**src/rtl/fir_pkg.sv**
```systemverilog
// Shared constants, state encoding and helpers for the FIR tap loader front end.
package fir_pkg;

   localparam int N_TAPS    = 11;
   localparam int SAMPLE_W  = 32;
   localparam int COEF_W    = 16;
   localparam int TAP_RAM_W = 32;
   localparam logic [3:0] WE_ALL = 4'b1111;

   typedef enum logic [1:0] {
      IDLE = 2'd0,
      LOAD = 2'd1,
      RUN  = 2'd2
   } state_t;

   // Replicate bit w-1 of v into every bit above it (w is the source width).
   function automatic logic [TAP_RAM_W-1:0] sign_extend(input logic [TAP_RAM_W-1:0] v,
                                                         input int w);
      logic [TAP_RAM_W-1:0] r;
      r = v;
      for (int i = 0; i < TAP_RAM_W; i++) begin
         if (i >= w) r[i] = v[w-1];
      end
      return r;
   endfunction

endpackage

```
**src/rtl/fir_tap_loader.sv**
```systemverilog
// Loads a full coefficient set into fir_bram and gates its sample input
// until a complete, valid tap set is present.
module fir_tap_loader
   import fir_pkg::*;
#(
   parameter int N          = N_TAPS,
   parameter int WIDTH      = SAMPLE_W,
   parameter int COEF_WIDTH = COEF_W,
   parameter int IDX_W      = $clog2(N)
) (
   input  logic                  clk,
   input  logic                  rst,
   input  logic                  start,
   input  logic [COEF_WIDTH-1:0] coef_in,
   input  logic                  coef_valid,
   output logic                  coef_ready,
   output logic [TAP_RAM_W-1:0]  tap_ram_in,
   output logic [3:0]            tap_ram_we,
   output logic [IDX_W-1:0]      tap_idx,
   input  logic [WIDTH-1:0]      s_data,
   input  logic                  s_valid,
   output logic [WIDTH-1:0]      x_out,
   output logic                  busy,
   output logic                  done
);

   localparam logic [IDX_W-1:0] LAST_IDX = IDX_W'(N - 1);

   state_t                 state_q;
   logic [IDX_W-1:0]       count_q;
   logic [TAP_RAM_W-1:0]   tap_ram_in_q;
   logic [3:0]             tap_ram_we_q;
   logic [IDX_W-1:0]       tap_idx_q;
   logic [WIDTH-1:0]       x_out_q;
   logic                   busy_q;
   logic                   done_q;

   logic                   accept_d;
   logic [TAP_RAM_W-1:0]   coef_ext_d;

   // Handshake and coefficient widening; ready depends on state only.
   always_comb begin
      coef_ready = (state_q == LOAD);
      accept_d   = coef_valid && (state_q == LOAD);
      coef_ext_d = sign_extend(TAP_RAM_W'(coef_in), COEF_WIDTH);
   end

   // Load FSM, tap counter, write pulse generation and gated sample register.
   always_ff @(posedge clk) begin
      if (rst) begin
         state_q      <= IDLE;
         count_q      <= '0;
         tap_ram_in_q <= '0;
         tap_ram_we_q <= '0;
         tap_idx_q    <= '0;
         x_out_q      <= '0;
         busy_q       <= 1'b0;
         done_q       <= 1'b0;
      end else begin
         tap_ram_we_q <= '0;
         done_q       <= 1'b0;
         // Zeros outside RUN flush the downstream delay line.
         x_out_q      <= (state_q == RUN && s_valid) ? s_data : '0;

         if (start) begin
            // Start always (re)begins a load; a coefficient offered now is dropped.
            state_q <= LOAD;
            busy_q  <= 1'b1;
            count_q <= '0;
         end else if (accept_d) begin
            tap_ram_in_q <= coef_ext_d;
            tap_ram_we_q <= WE_ALL;
            tap_idx_q    <= count_q;
            if (count_q == LAST_IDX) begin
               state_q <= RUN;
               busy_q  <= 1'b0;
               done_q  <= 1'b1;
               count_q <= '0;
            end else begin
               count_q <= count_q + 1'b1;
            end
         end
      end
   end

   assign tap_ram_in = tap_ram_in_q;
   assign tap_ram_we = tap_ram_we_q;
   assign tap_idx    = tap_idx_q;
   assign x_out      = x_out_q;
   assign busy       = busy_q;
   assign done       = done_q;

endmodule
```
**config.mk**
```make
export PLATFORM = sky130hd
export DESIGN_NAME = fir_tap_loader
export DESIGN_NICKNAME = d
export VERILOG_FILES = /design/src/rtl/fir_pkg.sv /design/src/rtl/fir_tap_loader.sv
export SDC_FILE = /design/constraint.sdc
export NUM_CORES = 1
export LEC_CHECK = 0
export ABC_AREA = 1
export BUFFER_PORTS_ARGS = -buffer_cell sky130_fd_sc_hd__buf_2
export CORE_MARGIN = 3
export CORE_UTILIZATION = 40
export CTS_BUF_LIST = sky130_fd_sc_hd__clkbuf_2
export CTS_CLUSTER_SIZE = 30
export DETAILED_ROUTE_END_ITERATION = 12
export HOLD_SLACK_MARGIN = 0.05
export PLACE_DENSITY = 0.81
export SETUP_SLACK_MARGIN = 0.5
export SLEW_MARGIN = 5
export SYNTH_ARGS = -nofsm -noshare
export SYNTH_HDL_FRONTEND = slang
export SYNTH_SLANG_ARGS = --single-unit
```
**constraint.sdc**
```tcl
create_clock -name clk -period 1.68 [get_ports clk]
set_clock_uncertainty 0.05 [all_clocks]
set_input_delay 0.084 -clock clk [delete_from_list [all_inputs] [get_ports clk]]
set_output_delay 0.084 -clock clk [all_outputs]
set_load 0.01 [all_outputs]
```
=== Word-level counts from Yosys, hierarchy flattened ===
Cells that the tools add are included.

* $add $sub $neg: 1
* Multipliers: 0
* Divide/modulo/power cells: 0
* Magnitude comparators: 0
* Equal/unequal tests: 3
* Shift operators: 0
* Mux-type cells: 9
* Bitwise gates (word level): 3
* Reduce and logical (&&, ||, !) cells: 10

{| class="wikitable"
|+ Operator list
! operator !! count
|-
| $mux W4 || 2
|-
| $mux W1 || 7
|-
| $reduce_and A2 Y1 || 3
|-
| $add A4 B1 Y4 const B || 1
|-
| $eq A4 B4 Y1 const B || 1
|-
| $reduce_bool A2 Y1 || 2
|-
| $reduce_or A2 Y1 || 2
|-
| $not A1 Y1 || 3
|-
| $reduce_or A3 Y1 || 1
|-
| $eq A2 B1 Y1 const B || 1
|-
| $eq A2 B2 Y1 const B || 1
|-
| $logic_and A1 B1 Y1 || 2
|}

* Bits in registers: 64
* Latch bits: 0
* Memory bits (writable): 0
* Memory bits (read-only): 0
* Input port bits: 53
* Output and inout port bits: 75
* Memories: 0

=== Longest topological paths before layout ===
Gate-level depths: netlist (run 1).

* Word-level depth: 4
* Mapped depth: 7
* Gate-level depth less buffers: 6

=== Worst setup path after synthesis (run 1) ===
Ideal clock, no wire load.

* Path kind: register to register
* From: register state_q[0]
* To: register tap_ram_in[15] (netlist name)
* Data arrival time: 0.992 ns
* Path slack: 0.524 ns
* Stages on the path, launching flop included: 7
* Path through: dfxtp_1 > nand3_4 > nor2_4 > buf_2 > nand2_1 > nand2_1 > nor2_1

* Cells in the longest elaborated chain, start to end: 3

{| class="wikitable"
|+ RTL lines
! element !! RTL line !! RTL
|-
| from (decl) || fir_tap_loader.sv:29 || <nowiki>state_t state_q;</nowiki>
|-
| from (signal assigned) || fir_tap_loader.sv:51 || <nowiki>state_q <= IDLE;</nowiki>
|-
| from (signal assigned) || fir_tap_loader.sv:67 || <nowiki>state_q <= LOAD;</nowiki>
|-
| from (signal assigned) || fir_tap_loader.sv:75 || <nowiki>state_q <= RUN;</nowiki>
|-
| $eq A2 B1 Y1 || fir_tap_loader.sv:44 || <nowiki>accept_d = coef_valid && (state_q == LOAD);</nowiki>
|-
| $logic_and A1 B1 Y1 || fir_tap_loader.sv:44 ||
|-
| $reduce_and A2 Y1 (no line) || n/a ||
|}

No other way between the ends.
A chain may end at the register's enable or synchronous reset.

=== Worst setup path after layout (run 1) ===
* From: register state_q[0]
* To: register tap_ram_in_q[8], in the netlist tap_ram_in[8]

* Cells in the longest elaborated chain, start to end: 3

{| class="wikitable"
|+ RTL lines
! element !! RTL line !! RTL
|-
| $eq A2 B1 Y1 || fir_tap_loader.sv:44 ||
|-
| $logic_and A1 B1 Y1 || fir_tap_loader.sv:44 ||
|-
| $reduce_and A2 Y1 (no line) || n/a ||
|-
| to (signal assigned) || fir_tap_loader.sv:71 || <nowiki>tap_ram_in_q <= coef_ext_d;</nowiki>
|-
| to (decl) || fir_tap_loader.sv:31 || <nowiki>logic [TAP_RAM_W-1:0] tap_ram_in_q;</nowiki>
|}

No other way between the ends.

==> results.ini, run 1 <==
[outcome]
outcome=complete, no violations

[final_layout]
stdcell_area_um2=3660
nNetsFinal=520
area_delta_synth_final_pct=66.7
antenna_cells=0
final_util=0.703
drive_above_1_share=0.357

[placed_design]
place_ws_ns=0.315
place.gp.congestion=0.804
io_buffers=127
dp_hpwl_um=3630
place_area_um2=2760

[synthesis]
ys_seq_elements=60
ys.flop_type=dfxtp_1
yosysTopAreaCell=dfxtp_1
synth_mux_area_frac=0
synth_common_cells=79 x nor2_1, 60 x dfxtp_1, 55 x inv_1
ys_warn_count=0
avgSynthCellArea_um2=7.62
synth_xor_area_frac=0
synth.distinct_cells=16
synthMostInstantiatedCell=nor2_1
synth_seq_area_share=0.548
synth_top_area_frac=0.548
synth-adder-area-share=0
synth_top_family_by_area=simple AND/OR/NAND/NOR gates
synth_enable_flop_cells=0
synth-compound-area-share=0.0274
yosys.area_share.simple=0.239
syn_area_um2=2190
async_flop_share=0
ys_top_cells_by_area=dfxtp_1 55%, nor2_1 14%, inv_1 9.4%, nand2_1 8.0%, buf_4 6.5%
synthCells=288
synthesis.nets=341

[cts]
cts_buffers=9
clock-sinks=60
clock_path_buffers=2
clk_latency_ns=0.44
htreeDepth=3
tritoncts=built
clkTransAtPathRegs_ns=0.17
root_buffer=clkbuf_2

[floorplan]
initial_core_util=0.421
ioPinCount=128
die-width_um=80.1
core_um2=5200
chipHeight_um=80.1
row_count=26
die-area_um2=6410

[timing]
maxSlewViolCount=0
rsz0062_at_grt=yes
setup_viol=0
max_freq_mhz=785
fin_setup_tns_ns=0
fin_ws_ns=0.406
period_share=0.758
hold_viol=0
hold-worst-slack_ns=0.323
max-slew-margin-rel=0.833
tightest_slew_ns=0.250
period_minus_slack_ns=1.27

[drt]
wl_um=6580
dr.pass1.iters=4
drc=0
wl_per_cell_um=12.2
vias_per_cell=4.17
num_vias=2257
detail-route-antenna-nets=0
first_iter_violations=76

[pwr]
internal_power_mw=2.30
power_frac_comb=0.129
powerDensity_nw_per_um2=811
p_sw_mw=0.672
p_leak_nw=2.03
ir_worst_vdd_mv=0.499
p_seq_frac=0.492
pwr-share-clk=0.379
switching_share=0.226

[job]
maxCapViolCount=0

[worst_setup_path]
cp-start-kind=flop
critical_path_class=flop to flop
cp-end-kind=flop
crit_required_ns=1.99
cp.arrival_ns=1.58
critPathMaxFanout=7

[global_routing]
grt_max_degree=33
overflow=0
grt_pass1_vias=2088
grt_pass1_wl_um=9270
antenna_found_initial=0
grtUsageTotal=0.189

[hold_path]
hold_class=input port to flop

==> cell usage in the layout, fill, tap and decap left out, drive strengths merged <==
| cell | netlist | final |
|---|---|---|
| a21oi | 5 | 5 |
| buf | 27 | 142 |
| bufinv | 0 | 3 |
| clkbuf | 1 | 11 |
| clkinv | 0 | 3 |
| clkinvlp | 0 | 1 |
| dfxtp | 60 | 60 |
| dlygate4sd3 | 0 | 52 |
| inv | 56 | 55 |
| nand2 | 47 | 47 |
| nand3 | 3 | 3 |
| nand4 | 2 | 2 |
| nor2 | 80 | 80 |
| o21ai | 7 | 7 |
==> per-layer routing <==
layer,global-route usage,part of all wire
met5,0,0
met4,0.106,0.027
met3,0.0314,0.040
met2,0.358,0.55
met1,0.193,0.38
==> final cells by class <==
type / instances / area (um2)
Inverter: 56 / 214
Clock inverter: 6 / 104
Clock buffer: 9 / 45.0
Multi-Input combinational cell: 144 / 592
Sequential cell: 60 / 1210
Tap cell: 70 / 87.6
Fill cell: 419 / 1550
Timing Repair Buffer: 196 / 1410
==> logic make-up after synthesis <==
family | after synthesis
compound gates | 12
buf+inv | 84
flops | 60
simple gates | 132
==> power groups by stage <==
stage               Clock [mW]  Sequential, mW  Combinational (mW)
CTS                       1.15            1.46               0.336
global route              1.21            1.46               0.418
floorplan                    0            1.50               0.122
finish                    1.13            1.46               0.383
detailed placement           0            1.49               0.226
global placement             0            1.49               0.222
==> what timing repair did <==
| action | in CTS | in global routing |
|---|---|---|
| hold buffers | 51 | 1 |
| setup buffers | 6 | 4 |
| hold endpoints to repair | 60 | 1 |
| cloned | 0 | 3 |
| pin swaps | 2 | 3 |
| gates resized for setup | 7 | 21 |
| endpoints found under the setup margin | 33 | 72 |
==> sequential cells by signal, summed over array words and instances (netlist names) <==
signal      flops
x_out          32
done            1
state_q         2
tap_ram_in     16
tap_ram_we      1
count_q         4
tap_idx         4
==> path summary, 6_finish.rpt <==
path,from,endpoint,slack [ns],depth (start not counted)
setup / recovery,state_q[0],tap_ram_in[8],0.41,7
hold / removal,s_data[15],x_out[15],0.32,4
setup reg to reg,state_q[0],tap_ram_in[8],0.41,7
hold reg to reg,tap_idx[1],tap_idx[1],0.44,2
==> stage by stage <==
| step | total power, mW | instances |
|---|---|---|
| 2_1_floorplan | 1.62 | 288 |
| 3_3_place_gp | 1.71 | 461 |
| 3_5_place_dp | 1.72 | 461 |
| 4_1_cts | 2.95 | 533 |
| 5_1_grt | 3.09 | 541 |
| 6_report | 2.97 | 541 |
==> critical path: stages, from the launching register on <==
cell and delay [ns]:
dfxtp_2 0.37, buf_4 0.12, nand3_4 0.09, nor2_4 0.23, clkbuf_16 0.20, nand2_1 0.05, nand2_1 0.05, nor2_1 0.04
No activity file was read; power rests on OpenSTA's default activity.
==> run 2, diff against run 1 <==
clock period = 1.2 ns   (was 1.68 ns; I/O delays follow)
==> results.ini, run 2 (same netlist as run 1, synthesis figures left out) <==
[worst_setup_path]
cp-end-kind=flop
critPathMaxFanout=10
crit_required_ns=1.59
cp.arrival_ns=1.73
r2r_slack_ns=-0.14
critPathLaunch=state_q[0]
r2r-start=state_q[0]
ff2ff_path_depth=7
critical_path_class=flop to flop
r2r_end=tap_ram_in[2]
cp-start-kind=flop

[job]
maxCapViolCount=0

[hold_path]
hold_start=rst
whs_path_depth=4
holdPathEnd=tap_ram_we[2]
hold_class=input port to flop

[global_routing]
antenna_found_initial=0
grt_pass1_vias=2360
grt_max_degree=22
grtUsageTotal=0.225
grt_pass1_wl_um=10900
overflow=0

[floorplan]
die-width_um=80.1
row_count=26
core_um2=5200
chipHeight_um=80.1
ioPinCount=128
initial_core_util=0.421
die-area_um2=6410

[placed_design]
place.gp.congestion=0.836
dp_hpwl_um=3680
place_area_um2=2800
place_ws_ns=0.0414
io_buffers=127

[timing]
hold_viol=26
fin_ws_ns=-0.141
hold-worst-slack_ns=-0.107
rsz0062_at_grt=yes
maxSlewViolCount=0
max-slew-margin-rel=0.835
period_minus_slack_ns=1.34
tightest_slew_ns=0.248
max_freq_mhz=745
setup_viol=71
period_share=1.12

[cts]
holdBufCountCts=50
htreeDepth=3
clock_path_buffers=2
root_buffer=clkbuf_2
clkTransAtPathRegs_ns=0.21
tritoncts=built
clock-sinks=60
clk_latency_ns=0.51
cts_buffers=9

[drt]
dr.pass1.iters=4
vias_per_cell=4.84
first_iter_violations=177
drc=0
wl_um=10000
wl_per_cell_um=18.2
detail-route-antenna-nets=0
num_vias=2662

[final_layout]
fillers=241
area_delta_synth_final_pct=101
layout_common_cells=83 x buf_2, 54 x buf_6, 52 x inv_1, 50 x dlygate4sd3_1, 44 x nor2_1
drive_above_1_share=0.591
mostFrequentLayoutCell=buf_2
stdcell_area_um2=4410
nNetsFinal=527
largest_reg_flops=32
final_util=0.847

[pwr]
total_power_mw=3.95
powerDensity_nw_per_um2=895
p_leak_nw=2.24
ir_worst_vdd_mv=0.595

[outcome]
violations=hold timing, setup timing
outcome=complete, but fails checks

## run 2: cell count changes in the layout (fill, tap and decap cells not counted), sizes merged
| cell | change |
|---|---|
| buf | +7 |
| diode | +1 |
| dlygate4sd3 | -2 |
| clkbuf | +2 |
| clkinv | +1 |
| inv | +3 |
| bufinv | -3 |
## run 2: cell type report
class	count	area (um2)	share of cell area
Sequential cell	60	1260	0.286
Antenna cell	1	2.50	0.000568
Inverter	56	215	0.0488
Tap cell	70	87.6	0.0199
Multi-Input combinational cell	144	916	0.208
Clock buffer	9	45.0	0.0102
Clock inverter	7	50.0	0.0114
Timing Repair Buffer	203	1830	0.416
## run 2: worst max-delay path, cell delays in order, from the launching register on
cell and delay (ns):
dfxtp_4 0.41, buf_6 0.11, nand3_4 0.07, nor2_4 0.17
buf_6 0.16, buf_16 0.13, nor2_1 0.05, nor2_1 0.13
## run 2: how the worst max path moves through the flow
stage	endpoint	slack, ns	depth (start not counted)
after floorplan	tap_idx[1]	0.15	5
after global placement	tap_ram_in[13]	0.09	7
after detailed placement	tap_ram_in[8]	0.04	7
after CTS	coef_ready	-0.09	3
after global routing	tap_ram_in[1]	-0.19	7
final	tap_ram_in[2]	-0.14	7
## run 2: stage by stage
stage               cells  TNS (ns)
global route          549     -9.19
floorplan             288         0
global placement      461         0
finish                550     -5.49
CTS                   541     -1.86
detailed placement    461         0
## run 2: what timing repair did
action                                  in CTS  in global routing
gates cloned                                 4                  5
gates resized for setup                     71                133
buffers inserted                            10                  3
pin swaps                                    5                  9
endpoints found under the setup margin     135                135
endpoints found under the hold margin       60                 40
## run 2: power by group
group | switching [mW] | internal, mW
Combinational | 0.315 | 0.380
Sequential | 0.0283 | 2.03
Clock | 0.913 | 0.281
Total | 1.26 | 2.69
## run 2: metal layers
metal,track usage,share of wire,up-vias
met3,0.0415,0.055,54
li1,-,-,1188
met5,0,0,-
met1,0.216,0.34,1249
met4,0.150,0.069,0
met2,0.427,0.53,171
==> run 3, diff against run 2 <==
CELL_PAD_IN_SITES_DETAIL_PLACEMENT = 0   (was default)
CELL_PAD_IN_SITES_GLOBAL_PLACEMENT = 2   (was default)
CORE_UTILIZATION = 23   (was 40)
PLACE_DENSITY = 0.89   (was 0.81)
==> results.ini, run 3 (same netlist as run 1, synthesis figures left out) <==
[job]
maxCapViolCount=0

[cts]
holdBufCountCts=49
cts_buffers=9
htreeDepth=3
clk_latency_ns=0.48
tritoncts=built
clock-sinks=60
clkTransAtPathRegs_ns=0.18
clock_path_buffers=2
root_buffer=clkbuf_2

[global_routing]
grtUsageTotal=0.126
grt_pass1_vias=2288
overflow=0
grt_max_degree=33
antenna_found_initial=0
grt_pass1_wl_um=10900

[worst_setup_path]
cp.arrival_ns=1.66
crit_top_cell=buf_6
cp_slowest_cell=dfxtp_4
path_cells=buf_6 -> nand3_4 -> nor2_4 -> buf_6 -> clkbuf_16 -> nand2_2 -> nand2_1 -> nor2_1
critical_path_class=flop to flop
cp_top_family=buffers and inverters
cp-start-kind=flop
path_buf_inv=3
ff2ff_path_depth=8
crit_required_ns=1.54
critPathMaxFanout=4
cp-end-kind=flop
cp_slowest_stage_delay_ns=0.39
crit_cells=8

[outcome]
violations=hold timing, setup timing
outcome=complete, but fails checks

[floorplan]
die-area_um2=10700
core_um2=9240
die-width_um=104
row_count=35
initial_core_util=0.237
ioPinCount=128
chipHeight_um=104

[timing]
rsz0062_at_grt=yes
tightest_slew_ns=0.339
max-slew-margin-rel=0.774
max_freq_mhz=759
period_share=1.10
fin_ws_ns=-0.118
period_minus_slack_ns=1.32
setup_viol=40
maxSlewViolCount=0
hold_viol=10
hold-worst-slack_ns=-0.203

[placed_design]
io_buffers=127
dp_hpwl_um=4060
place.gp.congestion=0.732

[final_layout]
mostFrequentLayoutCell=buf_2
fillers=850
antenna_cells=0
layout_common_cells=72 x buf_2, 64 x buf_6, 53 x inv_1, 49 x dlygate4sd3_1, 42 x nor2_1
drive_above_1_share=0.554
nNetsFinal=530
largest_reg_flops=32
area_delta_synth_final_pct=105

[drt]
wl_per_cell_um=12.3
dr.pass1.iters=4
num_vias=2371
detail-route-antenna-nets=0
wl_um=7490
drc=0
vias_per_cell=3.88
first_iter_violations=87

[pwr]
total_power_mw=4.02
ir_worst_vdd_mv=0.514
p_leak_nw=2.18
powerDensity_nw_per_um2=894

[hold_path]
hold_class=input port to flop
whs_path_depth=4

==> run 3: cell count changes in the layout (fill, tap and decap cells not counted), sizes merged <==
cell | previous run | this run
bufinv | 0 | 1
clkinv | 4 | 3
inv | 58 | 59
clkinvlp | 1 | 0
dlygate4sd3 | 50 | 49
buf | 149 | 152
diode | 1 | 0
clkbuf | 13 | 14
==> run 3: final timing paths <==
kind | startpoint | endpoint | slack [ns]
worst max register to register | state_q[0] | tap_ram_in[6] | -0.12
worst min-delay path | rst | count_q[3] | -0.20
worst min register to register | tap_ram_in[2] | tap_ram_in[2] | 0.45
worst max-delay path | state_q[0] | tap_ram_in[6] | -0.12
==> run 3: what timing repair did <==
item                                   in CTS  in global routing
setup endpoints to repair                 135                135
cloned                                      2                  6
endpoints found under the hold margin      60                 24
pin swaps                                   3                  6
gates resized for setup                    91                106
setup buffers                               8                  8
==> run 3: metal layers <==
metal / wire, um / share of wire / GRT usage
met2: 4180 / 0.56 / 0.232
met3: 299 / 0.040 / 0.0349
met1: 2830 / 0.38 / 0.128
met5: 0 / 0 / 0
met4: 174 / 0.023 / 0.0684
==> run 3: area by class of cell <==
class / instances / area [um2] / area share
Clock buffer: 9 / 45.0 / 0.0100
Clock inverter: 7 / 72.6 / 0.0161
Inverter: 56 / 210 / 0.0468
Multi-Input combinational cell: 144 / 880 / 0.196
Sequential cell: 60 / 1260 / 0.280
Tap cell: 129 / 161 / 0.0359
Timing Repair Buffer: 206 / 1870 / 0.416
==> run 3: worst min-delay path: stages <==
cell and delay (ns):
buf_2 0.08, nor2_1 0.06, nand2_1 0.07, nor2_1 0.03
==> run 3: through the flow <==
stage	setup slack (ns)	setup TNS [ns]	utilization	cell area, um2	cells
after floorplan	0.146	0	-	2220	288
after CTS	-0.120	-1.89	0.423	3910	597
after detailed placement	0.0941	0	0.311	2870	522
after global placement	0.107	0	0.311	2870	522
final	-0.118	-2.26	0.486	4490	611
after global routing	-0.199	-5.47	0.486	4490	611
==> run 3: report_power, final <==
part	internal [mW]	switching [mW]	leakage (nW)
Clock	0.495	0.800	0.0770
Sequential	2.03	0.0254	0.504
Combinational	0.397	0.274	1.60
Total	2.92	1.10	2.18
